--- src/rtl/pc_fetch_seq.sv ---
// Instruction fetch sequencer: drives one instruction-memory read at a time and
// holds the returned word for IF/ID; ID-stage redirects retarget the following fetch.
module pc_fetch_seq #(
    parameter logic [31:0] RESET_PC = 32'h0000_3000
) (
    input  logic        clk,
    input  logic        reset,
    output logic        im_req,
    output logic [31:0] im_addr,
    input  logic        im_ack,
    input  logic [31:0] im_rdata,
    input  logic        redirect,
    input  logic [31:0] redirect_pc,
    input  logic        if_ready,
    output logic        if_valid,
    output logic [31:0] if_instr,
    output logic [31:0] if_pc,
    output logic [31:0] pc,
    output logic        addr_err
);

    typedef enum logic [1:0] {
        IDLE  = 2'b00,
        FETCH = 2'b01,
        HOLD  = 2'b10
    } state_t;

    state_t      state_r;
    logic [31:0] pc_r;
    logic [31:0] pend_pc_r;
    logic        pend_valid_r;
    logic [31:0] if_instr_r;
    logic [31:0] if_pc_r;
    logic        im_req_r;
    logic        if_valid_r;
    logic        addr_err_r;

    logic        redir_take_s;
    logic        redir_bad_s;
    logic [31:0] redir_tgt_s;
    logic [31:0] seq_pc_s;

    function automatic logic [31:0] word_align(input logic [29:0] word);
        return {word, 2'b00};
    endfunction

    function automatic logic is_misaligned(input logic [1:0] low_bits);
        return (low_bits != 2'b00);
    endfunction

    // Redirect qualification and next-address candidates
    always_comb begin
        redir_take_s = redirect && (state_r != IDLE);
        redir_bad_s  = redir_take_s && is_misaligned(redirect_pc[1:0]);
        redir_tgt_s  = word_align(redirect_pc[31:2]);
        seq_pc_s     = pc_r + 32'd4;
    end

    // Fetch FSM, pc/pending-target bookkeeping and registered outputs
    always_ff @(posedge clk) begin
        if (!reset) begin
            state_r      <= IDLE;
            pc_r         <= word_align(RESET_PC[31:2]);
            pend_pc_r    <= 32'h0000_0000;
            pend_valid_r <= 1'b0;
            if_instr_r   <= 32'h0000_0000;
            if_pc_r      <= 32'h0000_0000;
            im_req_r     <= 1'b0;
            if_valid_r   <= 1'b0;
            addr_err_r   <= 1'b0;
        end else begin
            if (redir_bad_s) begin
                addr_err_r <= 1'b1;
            end
            case (state_r)
                IDLE: begin
                    state_r    <= FETCH;
                    im_req_r   <= 1'b1;
                    if_valid_r <= 1'b0;
                end
                FETCH: begin
                    if (im_ack) begin
                        state_r    <= HOLD;
                        im_req_r   <= 1'b0;
                        if_valid_r <= 1'b1;
                        if_instr_r <= im_rdata;
                        if_pc_r    <= pc_r;
                        // A same-cycle redirect outranks an older pending target
                        if (redir_take_s) begin
                            pc_r         <= redir_tgt_s;
                            pend_valid_r <= 1'b0;
                        end else if (pend_valid_r) begin
                            pc_r         <= pend_pc_r;
                            pend_valid_r <= 1'b0;
                        end else begin
                            pc_r <= seq_pc_s;
                        end
                    end else if (redir_take_s) begin
                        pend_valid_r <= 1'b1;
                        pend_pc_r    <= redir_tgt_s;
                    end
                end
                HOLD: begin
                    if (redir_take_s) begin
                        pend_valid_r <= 1'b1;
                        pend_pc_r    <= redir_tgt_s;
                    end
                    if (if_ready) begin
                        state_r    <= FETCH;
                        im_req_r   <= 1'b1;
                        if_valid_r <= 1'b0;
                    end
                end
                default: begin
                    state_r    <= IDLE;
                    im_req_r   <= 1'b0;
                    if_valid_r <= 1'b0;
                end
            endcase
        end
    end

    assign im_req   = im_req_r;
    assign im_addr  = pc_r;
    assign pc       = pc_r;
    assign if_valid = if_valid_r;
    assign if_instr = if_instr_r;
    assign if_pc    = if_pc_r;
    assign addr_err = addr_err_r;

endmodule

--- config.mk ---
export PLATFORM = sky130hd
export DESIGN_NAME = pc_fetch_seq
export DESIGN_NICKNAME = d
export VERILOG_FILES = /design/src/rtl/pc_fetch_seq.sv
export SDC_FILE = /design/constraint.sdc
export NUM_CORES = 1
export LEC_CHECK = 0
export ABC_AREA = 1
export CAP_MARGIN = 5
export CORE_ASPECT_RATIO = 0.7
export CORE_MARGIN = 2
export CORE_UTILIZATION = 45
export CTS_BUF_LIST = sky130_fd_sc_hd__clkbuf_4 sky130_fd_sc_hd__clkbuf_8 sky130_fd_sc_hd__clkbuf_16
export DETAILED_ROUTE_END_ITERATION = 7
export GPL_ROUTABILITY_DRIVEN = 1
export HOLD_SLACK_MARGIN = 0.06
export PLACE_DENSITY = 0.78
export SLEW_MARGIN = 5
export SYNTH_ARGS = -nofsm -noshare
export SYNTH_HDL_FRONTEND = slang
export SYNTH_SLANG_ARGS = --single-unit
export TNS_END_PERCENT = 50
--- constraint.sdc ---
create_clock -name clk -period 2.3 [get_ports clk]
set_clock_uncertainty 0.1 [all_clocks]
set_input_delay 0.69 -clock clk [delete_from_list [all_inputs] [get_ports clk]]
set_output_delay 0.69 -clock clk [all_outputs]
set_load 0.05 [all_outputs]
==> results.py <==
metrics = {
    "critical_path": {
        "worstPathArrival_ps": 1360,
        "critical_path_buf_inv_count": 2,
        "timing_worst_setup_path_type": "register to output pin",
        "worstPathCellList": "buf_4, buf_12",
        "worst_path_largest_cell_delay_ps": 570,
        "crit_required_ps": 1510,
        "worst_path_max_delay_cell": "dfxtp_1",
        "critPathCaptureType": "output pin",
        "path_delay_family": "flip-flops",
        "crit_fanout": 5,
        "critical_path_launch_point_type": "register",
    },
    "route": {
        "avgRoutedWirePerCell_um": 15.2,
        "length_of_the_first_detailed_routing_pass_in_iterations": 6,
        "detail_route.drc_violations": 0,
        "detail_route.wirelength_mm": 19.1,
        "num_vias": 6435,
        "detailedRoute.firstIterationViolations": 650,
        "route.detailed.vias_per_inst": 5.12,
        "drtAntennaViolNets": 0,
    },
    "logic_synthesis": {
        "ys_seq_area_share_pct": 40.4,
        "post_synth_inst_count": 900,
        "total_of_flip_flops_plus_latches_after_synthesis": 126,
        "syn-mean-instance-area_um2": 6.93,
        "synth_mux_area_share_pct": 0,
        "main_combinational_cell_family_by_area_after_synthesis": "simple AND/OR/NAND/NOR gates",
        "synth.distinct_cells": 34,
        "synthAdderAreaFrac_pct": 0.802,
        "synth-simple-area-share_pct": 28.5,
        "yosys.area_share.xor_xnor_pct": 1.12,
        "netlist_area_mm2": 0.00624,
        "synth_warnings": 0,
        "synth_compound_gate_area_share_pct": 17.1,
    },
    "final_layout": {
        "fin_cells": 1256,
        "nets": 1132,
        "antenna_cells": 0,
        "layout-drive-gt1-share_pct": 18.6,
        "synthToLayoutAreaGrowth_pct": 38.3,
    },
    "sta": {
        "finalSetupViolations": 0,
        "final_hold_viols": 0,
        "fmaxAchievable_ghz": 0.465,
        "slew_headroom_pct": 65.8,
        "unrepaired_setup_endpoints_after_global_routing": "no",
        "post_route_minimum_period_ps": 2150,
        "drv_slew": 0,
        "setup-tns-final_ps": 0,
        "worst_slew_pin_slew_ps": 515,
        "hold_ws_ps": 357,
        "fin_crit_sh_pct": 93.5,
    },
    "clock_tree": {
        "cts.clk_slew.worst_paths_ps": 60,
        "cts_max_level": 4,
        "clock_insertion_delay_worst_skew_ps": 420,
        "post-cts-setup-buffer-count": 0,
        "root_buffer": "clkbuf_16",
        "clock_tree_from_tritoncts": "yes",
        "cts_made_buffers": 17,
        "deepest_clock_path_buffer_count": 2,
        "numClockSinks": 126,
    },
    "grt": {
        "pin_count_of_the_biggest_net_entering_global_routing": 75,
        "grt_overflow": 0,
        "grt_usage_pct": 26.4,
        "grt_first_pass_wirelength_mm": 30.4,
        "first_global_vias": 5972,
        "number_of_antenna_violations_at_the_first_check_in_global_routing": 0,
    },
    "placed_design": {
        "place_congestion": 0.919,
        "port-buffer-count": 193,
        "place.detailed.hpwl_mm": 13.4,
        "placedCellCount": 1225,
    },
    "run_status": {
        "run_status": "completed",
    },
    "floorplanning": {
        "floorplan.initialDensity_pct": 46.7,
        "die_height_um": 103,
        "design.die.area_mm2": 0.0148,
        "fp-row-count": 35,
        "chipWidth_um": 145,
        "top_level_ports": 200,
        "fp.coreArea_mm2": 0.0134,
    },
    "pwr": {
        "power.leakage_nw": 3.73,
        "worst_ir_drop_vdd_mv": 0.603,
        "power-per-cell-area_mw_per_mm2": 846,
    },
    "hold_path": {
        "hold_crit_class": "register to register",
    },
    "job": {
        "max_cap_viol_count": 0,
    },
}
==> cells in the final DEF (no fill, tap or decap), types with 3 or more instances in the layout <==
cell,synthesis,final
nor2_1,173,173
nand2_1,152,151
dfxtp_1,126,126
o21ai_0,119,119
buf_4,36,112
clkdlybuf4s50_1,0,67
a21oi_1,65,65
inv_1,57,57
nand3_1,50,50
dlygate4sd2_1,0,30
clkbuf_16,0,17
buf_12,0,12
nor2_4,11,11
or2_2,11,11
a21oi_2,7,7
xor2_1,7,7
nand2_2,5,6
conb_1,1,6
o211ai_1,5,5
bufinv_16,0,5
clkinv_2,0,4
nor2_2,4,4
ha_1,4,4
nand2_4,3,3
o21ai_1,3,3
clkinvlp_4,0,3
clkbuf_8,5,3
==> worst paths after layout <==
| check | to | cells past startpoint | startpoint | slack (ps) |
|---|---|---|---|---|
| hold reg to reg | addr_err | 2 | addr_err | 360 |
| setup reg to reg | im_addr[22] | 11 | im_addr[2] | 330 |
| setup / recovery | im_addr[11] | 2 | im_addr[11] | 150 |
| hold / removal | addr_err | 2 | addr_err | 360 |
==> metrics by stage <==
| stage | area (um2) | setup slack (ps) | total power, mW | util (%) |
|---|---|---|---|---|
| 6_report | 8630 | 149 | 7.30 | 64.6 |
| 5_1_grt | 8630 | 151 | 7.61 | 64.6 |
| 4_1_cts | 8630 | 160 | 7.33 | 64.6 |
| 3_5_place_dp | 8020 | 82.3 | 4.40 | 60.0 |
| 3_3_place_gp | 8020 | 116 | 4.38 | 60.0 |
| 2_1_floorplan | 6260 | 135 | 3.76 | - |
==> worst register-to-register path, cell delays in order, from the launching register on <==
cell and delay [ps]:
dfxtp_1 500, ha_1 270, nand2_2 100, nor2_4 140
nand2_4 110, nor2_4 160, nand2_1 70, nand2_1 60
nand3_1 150, nand2_1 110, nand2_1 60, a21oi_2 100
==> layer usage <==
layer	vias up	global-route usage [%]	part of all wire, %
met5	-	0	0
met4	0	7.99	1.3
met3	30	8.17	12
met2	346	39.4	42
met1	2890	36.8	44
li1	3169	-	-
==> final cells by class <==
cell class,count,area (um2)
timing repair buffer,222,2020
inverter,58,219
sequential,126,2520
clock inverter,11,188
tap,185,231
clock buffer,20,467
multi-input combinational,634,2990
fill,1194,4720
==> cells in the mapped netlist (all sizes together) <==
cell type / number / area share (%)
inv: 58 / 3.5
nand4: 1 / 0.10
nand2: 160 / 10
ha: 4 / 0.80
conb: 1 / 0.060
a31oi: 1 / 0.10
a21o: 1 / 0.12
buf: 45 / 5.0
xor2: 7 / 0.98
dlygate4sd1: 1 / 0.14
a21oi: 72 / 6.2
dlymetal6s2s: 1 / 0.20
nor3: 1 / 0.080
dfxtp: 126 / 40
nand3: 50 / 4.0
clkbuf: 40 / 3.2
and2: 2 / 0.20
o211ai: 5 / 0.60
nor2: 188 / 13
xnor2: 1 / 0.14
a211oi: 1 / 0.12
o21ai: 122 / 9.8
a221oi: 1 / 0.14
or2: 11 / 1.1
==> flip-flops by register name, summed over array words and instances, names as in the netlist <==
| signal | count |
|---|---|
| if_instr | 32 |
| pend_valid_r | 1 |
| state_r | 1 |
| if_valid | 1 |
| pend_pc_r | 30 |
| addr_err | 1 |
| if_pc | 30 |
| im_addr | 30 |
==> power by group <==
group | total (mW) | switching, mW | internal [mW]
registers | 2.50 | 0.137 | 2.37
logic | 1.83 | 1.22 | 0.609
clock network | 2.98 | 0.980 | 2.00
==> cell families after synthesis <==
| group | after synthesis |
|---|---|
| AND/OR/NAND/NOR | 413 |
| AO/OA/AOI/OAI | 203 |
| buffers and inverters | 145 |
| flip-flops | 126 |
| XOR/XNOR | 8 |
| adder cells (fa/ha/maj) | 4 |
| other | 1 |
==> timing repair <==
item                       4_1_cts  5_1_grt
setup endpoints to repair       30        0
resized for setup               30        0
hold buffers                     0        0
No activity file was read; power rests on OpenSTA's default activity.
